## src/rtl/cmp_arbiter.sv

```systemverilog
// -----------------------------------------------------------------------------
// cmp_arbiter
//
// Shares one compare unit between NUM_REQ requesters. A winning request is
// granted in IDLE, its operands are latched, the compare unit is enabled for
// exactly one cycle (ISSUE), the registered result is captured (WAIT) and then
// returned to the winner with a one-cycle valid pulse (RESP).
//
//   IDLE -> ISSUE -> WAIT -> RESP -> IDLE   (grant-to-response latency 3)
//
// Configuration macro:
//   CMP_ARB_FIXED_PRIO_EN  defined   : fixed priority, lowest active index wins,
//                                      no round-robin pointer.
//                          undefined : round-robin starting at the pointer,
//                                      pointer moves past the last served index.
//
// Ports:
//   CLK        clock, rising edge
//   RST        asynchronous active-low reset
//   REQ        per-requester request, held until granted
//   REQ_A/B    flattened operands, requester i at [i*W +: W]
//   REQ_FUN    flattened compare function codes
//   GNT        one-hot grant pulse (IDLE only); operands sampled that cycle
//   RSP_VALID  one-hot response pulse (RESP only)
//   RSP_DATA   captured compare result, held until the next RESP
//   RSP_ERR    compare flag was low during ISSUE, held until the next RESP
//   RSP_ID     index of the responding requester (RESP only)
//   BUSY       high in ISSUE, WAIT and RESP
//   CMP_EN     compare unit enable, high in ISSUE only
//   CMP_A/B    compare unit operands from the operand latches
//   CMP_FUN    compare unit function from the function latch
//   CMP_RES    registered result from the compare unit
//   CMP_FLAG   compare unit flag, combinational on CMP_EN
// -----------------------------------------------------------------------------
module cmp_arbiter #(
  parameter int NUM_REQ       = 4,
  parameter int IDX_WIDTH     = 2,   // must equal clog2(NUM_REQ)
  parameter int A_WIDTH       = 16,
  parameter int B_WIDTH       = 16,
  parameter int ALU_FUN_WIDTH = 2,
  parameter int CMP_OUT_WIDTH = 2
) (
  input  logic                             CLK,
  input  logic                             RST,
  input  logic [NUM_REQ-1:0]               REQ,
  input  logic [NUM_REQ*A_WIDTH-1:0]       REQ_A,
  input  logic [NUM_REQ*B_WIDTH-1:0]       REQ_B,
  input  logic [NUM_REQ*ALU_FUN_WIDTH-1:0] REQ_FUN,
  output logic [NUM_REQ-1:0]               GNT,
  output logic [NUM_REQ-1:0]               RSP_VALID,
  output logic [CMP_OUT_WIDTH-1:0]         RSP_DATA,
  output logic                             RSP_ERR,
  output logic [IDX_WIDTH-1:0]             RSP_ID,
  output logic                             BUSY,
  output logic                             CMP_EN,
  output logic [A_WIDTH-1:0]               CMP_A,
  output logic [B_WIDTH-1:0]               CMP_B,
  output logic [ALU_FUN_WIDTH-1:0]         CMP_FUN,
  input  logic [CMP_OUT_WIDTH-1:0]         CMP_RES,
  input  logic                             CMP_FLAG
);

  typedef enum logic [1:0] {
    S_IDLE  = 2'd0,
    S_ISSUE = 2'd1,
    S_WAIT  = 2'd2,
    S_RESP  = 2'd3
  } state_t;

  state_t state_q, state_d;

  // Arbitration
  logic [IDX_WIDTH-1:0]     rr_base;   // search start index
  logic [NUM_REQ-1:0]       req_rot;   // REQ rotated so rr_base lands on bit 0
  logic [IDX_WIDTH:0]       win_sum;   // rr_base + offset, one spare bit for wrap
  logic                     win_found;
  logic [IDX_WIDTH-1:0]     win_idx;
  logic [A_WIDTH-1:0]       win_a;
  logic [B_WIDTH-1:0]       win_b;
  logic [ALU_FUN_WIDTH-1:0] win_fun;

  // Operation latches and response registers
  logic [A_WIDTH-1:0]       a_q;
  logic [B_WIDTH-1:0]       b_q;
  logic [ALU_FUN_WIDTH-1:0] fun_q;
  logic [IDX_WIDTH-1:0]     idx_q;
  logic                     err_q;
  logic [CMP_OUT_WIDTH-1:0] rsp_data_q;
  logic                     rsp_err_q;

  // ---------------------------------------------------------------------------
  // State register
  // ---------------------------------------------------------------------------
  // NOTE: flops are written with non-blocking assignments so every register
  // samples its pre-edge inputs, independent of process evaluation order.
  always_ff @(posedge CLK or negedge RST) begin
    if (!RST) begin
      state_q <= S_IDLE;
    end else begin
      state_q <= state_d;
    end
  end

  // ---------------------------------------------------------------------------
  // Search start point
  // ---------------------------------------------------------------------------
`ifdef CMP_ARB_FIXED_PRIO_EN
  // Fixed priority: always search upward from requester 0.
  assign rr_base = '0;
`else
  logic [IDX_WIDTH-1:0] ptr_q;

  // The pointer moves one past the requester just served, so a requester that
  // keeps REQ high yields to every other active requester before winning again.
  always_ff @(posedge CLK or negedge RST) begin
    if (!RST) begin
      ptr_q <= '0;
    end else if (state_q == S_RESP) begin
      ptr_q <= (idx_q == IDX_WIDTH'(NUM_REQ - 1)) ? '0 : idx_q + IDX_WIDTH'(1);
    end
  end

  assign rr_base = ptr_q;
`endif

  // ---------------------------------------------------------------------------
  // Winner selection: first set bit at or above rr_base, wrapping modulo
  // NUM_REQ. Rotating REQ first turns the wrap-around search into a plain
  // lowest-bit search; the offset is then mapped back to a real index.
  // ---------------------------------------------------------------------------
  // NOTE: every variable written in a combinational block gets a default before
  // any conditional assignment, so no path leaves it unassigned (no latch).
  always_comb begin
    req_rot   = NUM_REQ'({REQ, REQ} >> rr_base);
    win_found = 1'b0;
    win_idx   = '0;
    win_sum   = '0;
    for (int k = 0; k < NUM_REQ; k++) begin
      win_sum = {1'b0, rr_base} + (IDX_WIDTH + 1)'(k);
      if (win_sum >= (IDX_WIDTH + 1)'(NUM_REQ)) begin
        win_sum = win_sum - (IDX_WIDTH + 1)'(NUM_REQ);
      end
      if (!win_found && req_rot[k]) begin
        win_found = 1'b1;
        win_idx   = win_sum[IDX_WIDTH-1:0];
      end
    end
  end

  always_comb begin
    win_a   = REQ_A[int'(win_idx) * A_WIDTH +: A_WIDTH];
    win_b   = REQ_B[int'(win_idx) * B_WIDTH +: B_WIDTH];
    win_fun = REQ_FUN[int'(win_idx) * ALU_FUN_WIDTH +: ALU_FUN_WIDTH];
  end

  // ---------------------------------------------------------------------------
  // Next state and state-decoded outputs
  // ---------------------------------------------------------------------------
  always_comb begin
    state_d   = state_q;
    GNT       = '0;
    RSP_VALID = '0;
    RSP_ID    = '0;
    CMP_EN    = 1'b0;
    BUSY      = (state_q != S_IDLE);

    unique case (state_q)
      S_IDLE: begin
        if (win_found) begin
          state_d = S_ISSUE;
          // GNT is decoded straight from REQ, so it is also masked by RST to
          // keep every output at 0 while reset is held.
          GNT[win_idx] = RST;
        end
      end
      S_ISSUE: begin
        CMP_EN  = 1'b1;
        state_d = S_WAIT;
      end
      S_WAIT: begin
        state_d = S_RESP;
      end
      S_RESP: begin
        RSP_VALID[idx_q] = 1'b1;
        RSP_ID           = idx_q;
        state_d          = S_IDLE;
      end
      default: begin
        state_d = S_IDLE;
      end
    endcase
  end

  // ---------------------------------------------------------------------------
  // Operand latches, error bit and response registers
  // ---------------------------------------------------------------------------
  // NOTE: these datapath registers are reset on purpose: the compare-unit
  // operand outputs and the response fields must read 0 straight out of reset.
  always_ff @(posedge CLK or negedge RST) begin
    if (!RST) begin
      a_q        <= '0;
      b_q        <= '0;
      fun_q      <= '0;
      idx_q      <= '0;
      err_q      <= 1'b0;
      rsp_data_q <= '0;
      rsp_err_q  <= 1'b0;
    end else begin
      if (state_q == S_IDLE && win_found) begin
        a_q   <= win_a;
        b_q   <= win_b;
        fun_q <= win_fun;
        idx_q <= win_idx;
      end
      // The flag is only meaningful while CMP_EN is high.
      if (state_q == S_ISSUE) begin
        err_q <= ~CMP_FLAG;
      end
      // CMP_RES was registered by the compare unit at the end of ISSUE.
      // Result and error update together so both change only on a new response.
      if (state_q == S_WAIT) begin
        rsp_data_q <= CMP_RES;
        rsp_err_q  <= err_q;
      end
    end
  end

  assign CMP_A    = a_q;
  assign CMP_B    = b_q;
  assign CMP_FUN  = fun_q;
  assign RSP_DATA = rsp_data_q;
  assign RSP_ERR  = rsp_err_q;

endmodule

```

## config.mk

```make
export PLATFORM = sky130hd
export DESIGN_NAME = cmp_arbiter
export DESIGN_NICKNAME = d
export VERILOG_FILES = /design/src/rtl/cmp_arbiter.sv
export SDC_FILE = /design/constraint.sdc
export NUM_CORES = 1
export LEC_CHECK = 0
export CORE_MARGIN = 1
export CORE_UTILIZATION = 28
export CTS_CLUSTER_DIAMETER = 100
export CTS_CLUSTER_SIZE = 16
export DETAILED_ROUTE_END_ITERATION = 10
export PLACE_DENSITY = 0.73
export SYNTH_ARGS = -nofsm -noshare
export SYNTH_HDL_FRONTEND = slang
export SYNTH_SLANG_ARGS = --single-unit
```

## constraint.sdc

```tcl
create_clock -name CLK -period 2.3 [get_ports CLK]
set_clock_uncertainty 0.05 [all_clocks]
set_input_delay 0.345 -clock CLK [delete_from_list [all_inputs] [get_ports CLK]]
set_output_delay 0.345 -clock CLK [all_outputs]
set_load 0.02 [all_outputs]
```

After elaboration in Yosys (flattened, before gate mapping)

Cells that the tools add are included.

Add/subtract/negate cells: 8
$mul: 0
Div/mod/pow operators: 0
$lt $le $gt $ge: 8
Eq/ne operators: 5
Shifts and indexed selects: 4
Mux-type cells: 24
Bitwise gates (word level): 2
Reduce and logical (&&, ||, !) cells: 11

Operators by type and width:

| operator            | count |
|---|---|
| $shiftx 64x7->16    | 2 |
| $mux 2              | 11 |
| $mux 4              | 3 |
| $ge 3x3->1 const B  | 3 |
| $pmux 2 s4          | 1 |
| $shiftx 8x4->2      | 1 |
| $shr 8x2->4         | 1 |
| $sub 2x1->2 const B | 4 |
| $mux 1              | 7 |
| $add 2x2->3 const B | 2 |
| $eq 2x2->1 const B  | 3 |
| $logic_and 1x1->1   | 6 |
| $lt 2x3->1 const B  | 2 |
| $and 4x4->4         | 1 |
| $demux 1 s2         | 2 |
| $ge 2x1->1 const B  | 2 |
| $add 2x1->3 const B | 1 |
| $ge 2x3->1 const B  | 1 |
| $logic_not 1->1     | 3 |
| $add 2x1->2 const B | 1 |
| $eq 2x1->1 const B  | 1 |
| $logic_not 2->1     | 1 |
| $ne 2x2->1 const B  | 1 |
| $reduce_bool 2->1   | 1 |
| $not 1->1           | 1 |

Register bits: 44
Bits in latches: 0
Memory bits (writable): 0
ROM bits: 0
Input port bits: 145
Output and inout port bits: 49
Word-level logic and storage cells: 71
Memories: 0

Depth between registers and ports, before layout

Depth in word-level cells: 18
Gate-level depth with buffers: 8
Depth with buffers taken out: 6

Worst setup path before layout

Ideal clock, no wire load.

Kind: register -> output
Start point: register state_q[0]
End point: output port GNT[0]
Arrival: 1.436 ns
Data required time: 1.905 ns
Path slack: 0.469 ns
Stages on the path, launching flop included: 7
Path buffers: 1
Cell sequence: dfrtp_1 -> inv_1 -> ha_1 -> inv_1 -> nor2_1 -> buf_2 -> and3_1

Longest elaborated chain between the ends: 2

RTL lines:

| item                   | RTL line | RTL |
|---|---|---|
| from (decl)            | 70       | `state_t state_q, state_d;` |
| from (signal assigned) | 100      | `state_q <= state_d;` |
| $logic_not 2->1        | 167      | `unique case (state_q)` |
| $mux 4                 | 167      |  |
| to (decl)              | 49       | `output logic [NUM_REQ-1:0] GNT,` |

Every way passes these cells.

Worst setup path after layout

Start point: register ptr_q[0]
End point: output port GNT[0]

Longest elaborated chain between the ends: 18
Elaborated cells between the ends (all ways): 38
Those cells by class: add/sub (7); order compare (6); shift (1); mux (16); bitwise (1); reduce/logical (7)

RTL lines:

| item                                                 | RTL line | RTL |
|---|---|---|
| from (decl)                                          | 111      | `logic [IDX_WIDTH-1:0] ptr_q;` |
| from (signal assigned)                               | 119      | `ptr_q <= (idx_q == IDX_WIDTH'(NUM_REQ - 1)) ? '0 : idx_q + IDX_WIDTH'(1);` |
| branches (longest 16 deep; another with $add 2x1->3) | --       |  |
| $mux 4 (*)                                           | 169      | `if (win_found) begin` |
| $mux 4 (*)                                           | 167      |  |

Mark *: on every way between the ends.

==> key figures <==
Outcome
  – Outcome: finished, final reports clean

Worst setup path
  – Slowest stage delay, CP: 0.43 ns
  – Crit Path Class: reg -> out
  – Worst setup path start: ptr_q[0]
  – Worst R2R Start: ptr_q[0]
  – Worst Path Required: 1.90 ns
  – Endpoint type of the worst setup path: primary output
  – CP startpoint kind: register
  – Top delay family on crit path: flip-flops
  – Worst path cell trace: nand2b_1 -> a31oi_2 -> o22ai_2 -> and3_1 -> dlygate4sd2_1
  – CP max-delay cell: dfrtp_1
  – Worst-path fanout max: 4
  – WP data arrival: 1.82 ns
  – WP buf/inv: 1

Final layout
  – Filler Cell Count: 840
  – Footprint of the multi-input gates: 1264 um^2
  – # diodes: 0
  – Register Area: 1102 um^2
  – Final Cell Area: 4648 um^2
  – Commonest non-fill, non-tap cell in the layout: clkdlybuf4s50_1
  – Share of cells above drive strength 1: 0.07343
  – # nets final: 616
  – Finished Core Util: 0.5304
  – Area Growth Syn to Fin: 83.19%
  – Commonest non-fill, non-tap cells in the layout: clkdlybuf4s50_1 (184), dfrtp_1 (43), nand2_1 (39)

Global route
  – First-pass GRT wire length: 14.22 mm
  – Grt ovf: 0
  – GRT Total Usage: 0.1851
  – Pin count of the biggest net entering global routing: 73
  – Vias in the first global route: 3018
  – Initial antenna violation count: 0

Synthesis
  – Mapped Avg Cell Area: 9.227 um^2
  – Synth Instances: 275
  – Warnings, synthesis: 0
  – FF+latch count, synth: 44
  – Ranking of synthesized cells by area: dfrtp_1 (43%), a222oi_1 (13%), a31oi_1 (8.9%), nand2_1 (5.8%), nor2_1 (5.6%)
  – Register area share after synthesis: 0.4339
  – Yosys top cell by area: dfrtp_1
  – Syn_nets: 428
  – Post-Synthesis Cell Area: 2537 um^2
  – Synth top area share: 0.4339
  – Distinct cell type count after synthesis: 31

Floorplanning
  – Height of the die: 97.20 um
  – Initial Util: 0.2895
  – Die Area: 9447 um^2
  – Die width: 97.20 um
  – Row cnt: 34
  – Core area: 8763 um^2
  – Number of top-level pins: 194

Detailed routing
  – Final wirelength: 8.722 mm
  – Vias: 2957
  – Drt drc: 0
  – Drt pass-1 iters: 7
  – DR vias/cell: 5.179
  – DR WL/cell: 15.27 um
  – Drt initial violations: 213
  – Post-route ant nets: 0

Timing
  – Max Clock Freq: 450.8 MHz
  – RSZ-0062 raised after global routing: false
  – Worst-Margin Slew: 0.5681 ns
  – Worst rel slew slack: 0.6213
  – Post-route clock period utilization: 0.9645
  – Crit path time final: 2.218 ns
  – Final hold violation count: 0
  – # setup viols final: 0
  – Final setup TNS: 0 ns
  – Final Max Tran Viols: 0

Power
  – Worst VDD drop: 0.0004064 V
  – Leakage: 1.845 nW
  – Power Density: 1076 nW/um^2

Clock network
  – Reg clk slew, reported paths: 0.08 ns
  – Clock root buffer master: clkbuf_8
  – CTS buffer count: 5
  – CTS tree: yes
  – Clock Tree Buf Depth: 2
  – H-tree depth: 2
  – Sink Count: 44
  – Later-pin clock latency in the skew report: 0.28 ns
  – # hold bufs at CTS: 0

Min path
  – Worst Hold Class: in -> async

Placed design
  – Port-buffer cells: 193
  – Final RePlAce weighted congestion: 0.8651
  – Post-Place Cell Area: 4556 um^2
  – Dpl hpwl: 6.674 mm

Flow run
  – Max Cap Violations: 0
## cells by family (layout without fill, tap and decap cells)
| kind of cell | after synthesis | after routing | synth area share |
|---|---|---|---|
| mux | 4 | 4 | 0.01726 |
| compound gates | 87 | 87 | 0.2658 |
| flops | 44 | 44 | 0.4339 |
| fa+ha+maj | 8 | 8 | 0.03945 |
| buf+inv | 36 | 224 | 0.07593 |
| simple gates | 96 | 96 | 0.1677 |
## repair_timing
item                       in CTS  in global routing
setup endpoints to repair       4                  4
setup buffers                   0                  0
gates resized for setup         7                  7
## metal layers
| layer | up-vias | GRT usage | share of wire |
|---|---|---|---|
| met5 | - | 0 | 0 |
| met1 | 1379 | 0.2205 | 0.40 |
| met2 | 147 | 0.3299 | 0.50 |
| met3 | 12 | 0.04460 | 0.080 |
| li1 | 1419 | - | - |
| met4 | 0 | 0.05166 | 0.016 |
## synth_stat cells, drive strengths merged
| master | instances |
|---|---|
| dfrtp | 44 |
| nand2 | 39 |
| nor2 | 38 |
| a31oi | 36 |
| a222oi | 34 |
| buf | 17 |
| inv | 11 |
| clkbuf | 8 |
| ha | 8 |
| and2 | 7 |
| o21ai | 6 |
| a21oi | 5 |
| and3 | 5 |
| mux2 | 3 |
| nand2b | 3 |
| o22ai | 3 |
| nor3 | 2 |
| a21o | 1 |
| a221oi | 1 |
| mux2i | 1 |
| nor2b | 1 |
| nor4 | 1 |
| o311ai | 1 |
## power by group
| part | total, mW | switching [mW] | internal [mW] |
|---|---|---|---|
| registers | 1.43 | 0.247 | 1.19 |
| logic | 3.12 | 1.64 | 1.47 |
| clock network | 0.451 | 0.244 | 0.207 |
## final timing paths
path	to	slack (ns)	depth (start not counted)
worst max-delay path	GNT[0]	0.08	5
worst min-delay path	CMP_A[14]	0.13	2
worst max register to register	CMP_A[5]	0.25	6
worst min register to register	RSP_ERR	0.47	1
max in group asynchronous	ptr_q[1]	1.65	2
min in group CLK	RSP_ERR	0.47	1
## per-stage QoR
step	worst slack [ns]	std cells	hold WS (ns)	power, mW
floorplan	0.4686	275	-0.0005911	3.211
global placement	-0.2204	564	0.4356	4.511
detailed placement	-0.2813	564	0.4469	4.600
CTS	0.01601	571	0.1575	5.074
global route	0.003380	571	0.1783	5.407
finish	0.08172	571	0.1257	5.000
## flip-flops by register name, summed over array words and instances (netlist names)
signal and count:
RSP_ERR 1, err_q 1, CMP_A 16, state_q 2, CMP_FUN 2, idx_q 2
CMP_B 16, RSP_DATA 2, ptr_q 2
## cell type report
class	instances	area share
clock buffer	6	0.01561
clock inverter	1	0.001077
multi-input combinational	195	0.2719
timing repair buffer	206	0.4363
sequential	44	0.2371
inverter	11	0.008883
tap	108	0.02907
Power figures use the tool's default switching activity.
